==> config.mk <==
export PLATFORM = sky130hd
export DESIGN_NAME = motion_frame_collector
export DESIGN_NICKNAME = d
export VERILOG_FILES = /design/src/rtl/motion_frame_collector.sv
export SDC_FILE = /design/constraint.sdc
export NUM_CORES = 1
export LEC_CHECK = 0
export ABC_AREA = 1
export BUFFER_PORTS_ARGS = -buffer_cell sky130_fd_sc_hd__buf_2
export CAP_MARGIN = 20
export CORE_UTILIZATION = 45
export DETAILED_ROUTE_END_ITERATION = 10
export GPL_ROUTABILITY_DRIVEN = 1
export GPL_TIMING_DRIVEN = 0
export HOLD_SLACK_MARGIN = 0.12
export PLACE_DENSITY = 0.75
export SETUP_SLACK_MARGIN = 0.1
export SLEW_MARGIN = 10
export SYNTH_ARGS = -nofsm -noshare
export SYNTH_HDL_FRONTEND = slang
export SYNTH_SLANG_ARGS = --single-unit
==> constraint.sdc <==
create_clock -name clock -period 2.7 [get_ports clock]
set_input_delay 0.27 -clock clock [delete_from_list [all_inputs] [get_ports clock]]
set_output_delay 0.27 -clock clock [all_outputs]
set_load 0.01 [all_outputs]
==> src/rtl/motion_frame_collector.sv <==
// Drain-side consumer of the motion-detect pixel stream: pops pixels from a show-ahead FIFO,
// tracks raster position and produces a per-frame hit count and bounding box under valid/ack.
module motion_frame_collector #(
    parameter int                    DATA_WIDTH      = 24,
    parameter int                    IMG_WIDTH       = 720,
    parameter int                    IMG_HEIGHT      = 540,
    parameter logic [DATA_WIDTH-1:0] HIGHLIGHT_COLOR = 24'hFF0000,
    localparam int                   X_W             = $clog2(IMG_WIDTH),
    localparam int                   Y_W             = $clog2(IMG_HEIGHT),
    localparam int                   CNT_W           = $clog2(IMG_WIDTH * IMG_HEIGHT + 1)
) (
    input  logic                  clock,
    input  logic                  reset,
    input  logic                  in_empty,
    output logic                  in_rd_en,
    input  logic [DATA_WIDTH-1:0] in_dout,
    output logic                  frame_valid,
    input  logic                  frame_ack,
    output logic [CNT_W-1:0]      motion_count,
    output logic [X_W-1:0]        bbox_xmin,
    output logic [X_W-1:0]        bbox_xmax,
    output logic [Y_W-1:0]        bbox_ymin,
    output logic [Y_W-1:0]        bbox_ymax,
    output logic [15:0]           frame_count
);

    typedef enum logic [0:0] {
        ST_RUN  = 1'b0,
        ST_HOLD = 1'b1
    } state_e;

    localparam logic [X_W-1:0] X_LAST = X_W'(IMG_WIDTH - 1);
    localparam logic [Y_W-1:0] Y_LAST = Y_W'(IMG_HEIGHT - 1);

    state_e             state_q, state_d;
    logic [X_W-1:0]     x_q, x_d;
    logic [Y_W-1:0]     y_q, y_d;
    logic [CNT_W-1:0]   acc_cnt_q, acc_cnt_d;
    logic [X_W-1:0]     acc_xmin_q, acc_xmin_d, acc_xmax_q, acc_xmax_d;
    logic [Y_W-1:0]     acc_ymin_q, acc_ymin_d, acc_ymax_q, acc_ymax_d;
    logic [CNT_W-1:0]   out_cnt_q, out_cnt_d;
    logic [X_W-1:0]     out_xmin_q, out_xmin_d, out_xmax_q, out_xmax_d;
    logic [Y_W-1:0]     out_ymin_q, out_ymin_d, out_ymax_q, out_ymax_d;
    logic               frame_valid_q, frame_valid_d;
    logic [15:0]        frame_count_q, frame_count_d;

    logic               pop_s;
    logic               hit_s;
    logic [CNT_W-1:0]   cnt_n_s;
    logic [X_W-1:0]     xmin_n_s, xmax_n_s;
    logic [Y_W-1:0]     ymin_n_s, ymax_n_s;

    // Next-state: pixel consumption, accumulator update and summary handshake.
    always_comb begin
        state_d       = state_q;
        x_d           = x_q;
        y_d           = y_q;
        acc_cnt_d     = acc_cnt_q;
        acc_xmin_d    = acc_xmin_q;
        acc_xmax_d    = acc_xmax_q;
        acc_ymin_d    = acc_ymin_q;
        acc_ymax_d    = acc_ymax_q;
        out_cnt_d     = out_cnt_q;
        out_xmin_d    = out_xmin_q;
        out_xmax_d    = out_xmax_q;
        out_ymin_d    = out_ymin_q;
        out_ymax_d    = out_ymax_q;
        frame_valid_d = frame_valid_q;
        frame_count_d = frame_count_q;

        pop_s   = (state_q == ST_RUN) && !in_empty && !reset;
        hit_s   = (in_dout == HIGHLIGHT_COLOR);
        cnt_n_s = acc_cnt_q + {{(CNT_W-1){1'b0}}, hit_s};

        if (hit_s && (x_q < acc_xmin_q)) xmin_n_s = x_q; else xmin_n_s = acc_xmin_q;
        if (hit_s && (x_q > acc_xmax_q)) xmax_n_s = x_q; else xmax_n_s = acc_xmax_q;
        if (hit_s && (y_q < acc_ymin_q)) ymin_n_s = y_q; else ymin_n_s = acc_ymin_q;
        if (hit_s && (y_q > acc_ymax_q)) ymax_n_s = y_q; else ymax_n_s = acc_ymax_q;

        case (state_q)
            ST_RUN: begin
                if (pop_s) begin
                    if ((x_q == X_LAST) && (y_q == Y_LAST)) begin
                        state_d       = ST_HOLD;
                        x_d           = {X_W{1'b0}};
                        y_d           = {Y_W{1'b0}};
                        acc_cnt_d     = {CNT_W{1'b0}};
                        acc_xmin_d    = {X_W{1'b1}};
                        acc_xmax_d    = {X_W{1'b0}};
                        acc_ymin_d    = {Y_W{1'b1}};
                        acc_ymax_d    = {Y_W{1'b0}};
                        frame_valid_d = 1'b1;
                        frame_count_d = frame_count_q + 16'd1;
                        // A frame without hits reports an all-zero box, not the min sentinels.
                        if (cnt_n_s == {CNT_W{1'b0}}) begin
                            out_cnt_d  = {CNT_W{1'b0}};
                            out_xmin_d = {X_W{1'b0}};
                            out_xmax_d = {X_W{1'b0}};
                            out_ymin_d = {Y_W{1'b0}};
                            out_ymax_d = {Y_W{1'b0}};
                        end else begin
                            out_cnt_d  = cnt_n_s;
                            out_xmin_d = xmin_n_s;
                            out_xmax_d = xmax_n_s;
                            out_ymin_d = ymin_n_s;
                            out_ymax_d = ymax_n_s;
                        end
                    end else begin
                        acc_cnt_d  = cnt_n_s;
                        acc_xmin_d = xmin_n_s;
                        acc_xmax_d = xmax_n_s;
                        acc_ymin_d = ymin_n_s;
                        acc_ymax_d = ymax_n_s;
                        if (x_q == X_LAST) begin
                            x_d = {X_W{1'b0}};
                            y_d = y_q + {{(Y_W-1){1'b0}}, 1'b1};
                        end else begin
                            x_d = x_q + {{(X_W-1){1'b0}}, 1'b1};
                            y_d = y_q;
                        end
                    end
                end else begin
                    state_d = ST_RUN;
                end
            end
            ST_HOLD: begin
                if (frame_ack) begin
                    state_d       = ST_RUN;
                    frame_valid_d = 1'b0;
                end else begin
                    state_d = ST_HOLD;
                end
            end
            default: begin
                state_d = ST_RUN;
            end
        endcase
    end

    // State and summary registers with synchronous reset.
    always_ff @(posedge clock) begin
        if (reset) begin
            state_q       <= ST_RUN;
            x_q           <= {X_W{1'b0}};
            y_q           <= {Y_W{1'b0}};
            acc_cnt_q     <= {CNT_W{1'b0}};
            acc_xmin_q    <= {X_W{1'b1}};
            acc_xmax_q    <= {X_W{1'b0}};
            acc_ymin_q    <= {Y_W{1'b1}};
            acc_ymax_q    <= {Y_W{1'b0}};
            out_cnt_q     <= {CNT_W{1'b0}};
            out_xmin_q    <= {X_W{1'b0}};
            out_xmax_q    <= {X_W{1'b0}};
            out_ymin_q    <= {Y_W{1'b0}};
            out_ymax_q    <= {Y_W{1'b0}};
            frame_valid_q <= 1'b0;
            frame_count_q <= 16'd0;
        end else begin
            state_q       <= state_d;
            x_q           <= x_d;
            y_q           <= y_d;
            acc_cnt_q     <= acc_cnt_d;
            acc_xmin_q    <= acc_xmin_d;
            acc_xmax_q    <= acc_xmax_d;
            acc_ymin_q    <= acc_ymin_d;
            acc_ymax_q    <= acc_ymax_d;
            out_cnt_q     <= out_cnt_d;
            out_xmin_q    <= out_xmin_d;
            out_xmax_q    <= out_xmax_d;
            out_ymin_q    <= out_ymin_d;
            out_ymax_q    <= out_ymax_d;
            frame_valid_q <= frame_valid_d;
            frame_count_q <= frame_count_d;
        end
    end

    assign in_rd_en     = pop_s;
    assign frame_valid  = frame_valid_q;
    assign motion_count = out_cnt_q;
    assign bbox_xmin    = out_xmin_q;
    assign bbox_xmax    = out_xmax_q;
    assign bbox_ymin    = out_ymin_q;
    assign bbox_ymax    = out_ymax_q;
    assign frame_count  = frame_count_q;

endmodule

# Yosys cells after proc, flatten, opt, wreduce, memory -nomap -nowiden
# Index checks and enable logic that the tools add are counted.
totals:
  memories: 0
  ram_bits: 0
  out_inout_bits: 77
  ff_bits: 156
  latchBits: 0
  in_bits: 28
  mem_bits_ro: 0
classes:
  n_bitwise: 1
  n_mux: 26
  add_sub_neg: 4
  n_shift: 0
  div_mod_pow: 0
  mul: 0
  eq_ne: 6
  magnitude_cmp: 4
  n_reduce_logical: 15
ops:
  columns: ["operator", "n"]
  rows:
  - ["two-way mux 10 bit", 16]
  - ["two-way mux 19 bit", 2]
  - ["equality test 24 bit, second input constant", 1]
  - ["adder 10 x 1 -> 10 bit, second input constant", 2]
  - ["equality test 10 bit, second input constant", 2]
  - ["greater-than comparator 10 bit", 2]
  - ["< comparator 10 bit", 2]
  - ["adder 19 x 1 -> 19 bit", 1]
  - ["zero test 19 bit", 1]
  - ["adder 16 x 1 -> 16 bit, second input constant", 1]
  - ["AND reduction 3 bit", 3]
  - ["logical AND 1 bit", 7]
  - ["two-way mux 1 bit", 6]
  - ["inequality test 2 bit, second input constant", 2]
  - ["one-hot mux 1 bit (2 select lines)", 2]
  - ["zero test 1 bit", 2]
  - ["inequality test 2 x 1 -> 1 bit, second input constant", 1]
  - ["AND reduction 2 bit", 1]
  - ["nonzero test 2 bit", 1]
  - ["inverter 1 bit", 1]

# Logic depth before layout (Yosys ltp)
logic_depth:
  ltp_word: 5
  ltp_mapped: 21
  ltp_nobuf: 20

# Worst setup path before layout
# No wires, ideal clock.
synth_timing:
  path_kind: "input -> register"
  start: "in in_dout[7]"
  end: "reg out_xmax_q[2] (netlist: bbox_xmax[2])"
  n_path_buf: 1
  slack_ns: 0.352
  required_ns: 2.588
  path_stages: 18
  arrival_time_ns: 2.236
  setup_time_ns: 0.112
  path_cell_list: "nor2_1 -> nand2_1 -> nor2_1 -> nand3_1 -> inv_1 -> ha_1 -> ha_1 -> nand2_2 -> nor2_4 -> nand2_2 -> nor2_1 -> xor2_1 -> nand2_1 -> nor2_1 -> nand2_2 -> buf_6 -> nand2_1 -> nand2_1"
synth_between:
  elab_chain_len: 4
synth_rtl:
  columns: ["element", "line_no", "source"]
  rows:
  - ["from (decl)", "16", "input logic [DATA_WIDTH-1:0] in_dout,"]
  - ["equality test 24 bit (*)", "72", "hit_s = (in_dout == HIGHLIGHT_COLOR);"]
  - ["adder 19 x 1 -> 19 bit / logical AND 1 bit (equally long branches)", "73, 76", null]
  - ["zero test 19 bit / two-way mux 10 bit (equally long branches)", "95, 76", null]
  - ["two-way mux 10 bit (*)", "95", "if (cnt_n_s == {CNT_W{1'b0}}) begin"]
  - ["to (signal assigned)", "153", "out_xmax_q <= {X_W{1'b0}};"]
  - ["to (signal assigned)", "169", "out_xmax_q <= out_xmax_d;"]
  - ["to (decl)", "42", "logic [X_W-1:0] out_xmin_q, out_xmin_d, out_xmax_q, out_xmax_d;"]
# Mark *: on every way between the ends. The rest lies on a longest branch, timed or not.
# A chain may end at the register's enable or synchronous reset.

# Worst setup path after layout
layout_timing:
  start: "reg y_q[1]"
  end: "reg out_cnt_q[11] (netlist: motion_count[11])"
layout_between:
  elab_chain_len: 3
layout_rtl:
  columns: ["element", "line_no", "source"]
  rows:
  - ["from (decl)", "37", "logic [Y_W-1:0] y_q, y_d;"]
  - ["from (signal assigned)", "145", "y_q <= {Y_W{1'b0}};"]
  - ["from (signal assigned)", "161", "y_q <= y_d;"]
  - ["equality test 10 bit", "83", "if ((x_q == X_LAST) && (y_q == Y_LAST)) begin"]
  - ["logical AND 1 bit", "83", null]
  - ["AND reduction 3 bit (no line)", null, null]
  - ["to (signal assigned)", "151", "out_cnt_q <= {CNT_W{1'b0}};"]
  - ["to (signal assigned)", "167", "out_cnt_q <= out_cnt_d;"]
  - ["to (decl)", "41", "logic [CNT_W-1:0] out_cnt_q, out_cnt_d;"]
# Every way passes these cells.

==> impl_results.md <==
* Final setup skew at 0.00901 ns
* Seq cells post-synth at 156
* DRT Pass-1 Iters at 8
* Sequential cell area fraction in the yosys report at 37.4%
* Slew Viols, Final at 0
* Worst-Skew Late Latency at 0.43 ns
* Clk buf depth at 2
* Max-Cap Viols at 0
* Syn Nets at 1342
* Post-route cell area at 9850 µm²
* Port Buffers at 104
* Element type at the critical path end: flip-flop
* Post-synth EDFFs at 0
* Worst-margin pin slew at 0.631 ns
* Routed vias at 8309
* Delay-heaviest family, CP: simple AND/OR/NAND/NOR gates
* Violated checks: design-rule violations
* Unrepaired setup endpoints after global routing: no
* Post-Place Cells at 1604
* Synth top area share at 37.4%
* WP data arrival at 2.71 ns
* Synth cell count leaders: nand2_1 (445), dfxtp_1 (156), inv_1 (150)
* Largest area contributor in the netlist: dfxtp_1
* Min-Delay Path Class: in -> reg
* Final Setup Violations at 0
* DP Area at 9170 µm²
* Global-route wire length before repair at 37200 µm
* Reg-to-Reg Start: y_q[1]
* Worst Path Buf+Inv at 4
* Core area at 18100 µm²
* Beginning of the worst hold path: reset
* Crit path max fanout at 10
* Clock transition at the registers of the reported paths at 0.06 ns
* Total routed wirelength at 22300 µm
* Routed vias/inst at 5.06
* Most frequent CP cell: inv_1
* Final Hold Viols at 0
* GRT Util Overall at 24.0%
* CTS root buf: clkbuf_16
* Hold_ws at 0.182 ns
* Initial antenna violation count at 1
* Layout area overhead at 17.8%
* Vias in the first global route at 7733
* Post-DRT Antenna Nets at 0
* Post-route DRC at 11
* Max Clock Freq at 0.415 GHz
* Required @ worst endpoint at 3.00 ns
* Antenna cells at 0
* Die ar. at 19100 µm²
* Most area-consuming cells after synthesis: dfxtp_1 (37%), nand2_1 (20%), inv_1 (6.7%)
* Asr flop ratio synth at 0%
* Initial cell density of the core at 46.2%
* Top Ports at 105
* PD cells at 494 nW/µm²
* Avg Cell Area, Syn at 6.58 µm²
* Final min period at 2.41 ns
* Share of cells above drive strength 1 at 13.5%
* GR Overflow Total at 0
* Leak Pwr at 4.69 nW
* Crit-path cells: ha_1 -> nand3_1 -> inv_1 -> nand4_1 -> inv_1 -> nand4_4 -> nand2_2 -> inv_2 -> buf_2 -> nand2_1 -> o21ai_0
* Count of cell types in the netlist at 38
* H-Tree Depth at 4
* Synth warn at 0
* Fin crit share at 89.1%
* Most numerous cell in the Yosys netlist: nand2_1
* CP max-delay cell: dfxtp_1
* Layout Nets at 1471
* CTS Buf Count at 17
* Crit path largest cell delay at 0.48 ns
* Post-Syn Instances at 1271
* Synthesized area at 8360 µm²
* Worst setup path start: y_q[1]
* Crit start category: flip-flop
* Most frequently used flop master after synthesis: dfxtp_1
* Outcome: finished with violations
* Die Wd at 138 µm
* Worst slew margin at 57.9%
* Sink Count at 156
* TritonCTS clock tree: done
* Final Util at 54.4%
* Worst setup path category: reg -> reg
* First DRT Iteration DRCs at 538
* Dpl hpwl at 16700 µm
* Row cnt at 49
* Finished Layout Cells at 1641
* Die Ht at 138 µm
* VDD IR max at 0.471 mV
* Gpl congestion at 0.933
* Largest net degree at the start of global routing at 17
* Wire per inst at 13.6 µm
per-layer routing:
metal	part of all wire [%]	global-route usage, %	vias up	wire length, µm
met2	45	39.2	231	10000
met4	2.8	10.1	2	626
met5	0.036	0	-	8
li1	-	-	4295	-
met3	5.9	4.71	47	1320
met1	46	30.8	3734	10300
layout by cell type (no fill, tap or decap), types with 3 or more instances in the layout:
cell and count:
o22ai_1 21, xnor2_1 6, nor3_1 20, nor2_1 130, nand2_2 11, ha_1 41, nor2_2 4, inv_2 5
clkbuf_1 19, dfxtp_1 156, o21ai_0 41, inv_1 150, clkinvlp_4 4, a21oi_1 40, clkbuf_8 4, buf_6 5
o21bai_1 4, nand3_1 90, nand2_1 444, clkbuf_16 17, buf_4 6, o32ai_1 11, nand4_1 14, xor2_1 8
o21ai_1 8, nor2_4 4, nand3b_1 3, buf_2 118
repair_timing:
| action | 4_1_cts | 5_1_grt |
|---|---|---|
| buffers inserted | 1 | 4 |
| endpoints found under the setup margin | 40 | 59 |
| pin swaps | 1 | 4 |
| gates resized for setup | 2 | 8 |
| hold endpoints to repair | 1 | 0 |
| hold buffers | 1 | 0 |
path summary, 6_finish.rpt:
path	end	slack (ns)	cells past startpoint
max	motion_count[11]	0.29	11
min	x_q[5]	0.18	4
max reg2reg	motion_count[11]	0.29	11
min reg2reg	bbox_xmin[0]	0.45	2
cell type report:
| class | count | area [µm²] |
|---|---|---|
| tap | 229 | 287 |
| multi-input combinational | 919 | 4480 |
| inverter | 156 | 586 |
| clock buffer | 22 | 474 |
| sequential | 156 | 3120 |
| fill | 1751 | 8240 |
| buffer | 40 | 219 |
| timing repair buffer | 110 | 568 |
| clock inverter | 9 | 113 |
logic make-up after synthesis:
kind of cell / count (synthesis) / share of synthesized area [%]
compound gates: 133 / 9.11
xor+xnor: 14 / 1.47
fa+ha+maj: 43 / 6.44
buf+inv: 196 / 9.62
flops: 156 / 37.4
simple gates: 729 / 36.0
through the flow:
stage               total power, W  setup WS, ns  TNS [ns]
finish                     0.00486         0.293         0
global route               0.00501         0.104         0
floorplan                  0.00244         0.352         0
detailed placement         0.00251        -0.441    -16.70
global placement           0.00251        -0.457    -17.56
CTS                        0.00489         0.121         0
where the power goes:
group	total [W]	switching [W]	internal (W)
Clock	0.00240	0.000966	0.00143
Combinational	0.000154	0.000111	0.0000430
Sequential	0.00231	0.00000414	0.00230
Total	0.00486	0.00108	0.00378
worst register-to-register path: stages (launching register included):
cell and delay (ns):
dfxtp_1 0.48, ha_1 0.28, nand3_1 0.09, inv_1 0.09, nand4_1 0.19, inv_1 0.20
nand4_4 0.19, nand2_2 0.18, inv_2 0.16, buf_2 0.25, nand2_1 0.08, o21ai_0 0.07
No activity file was read; power rests on OpenSTA's default activity.
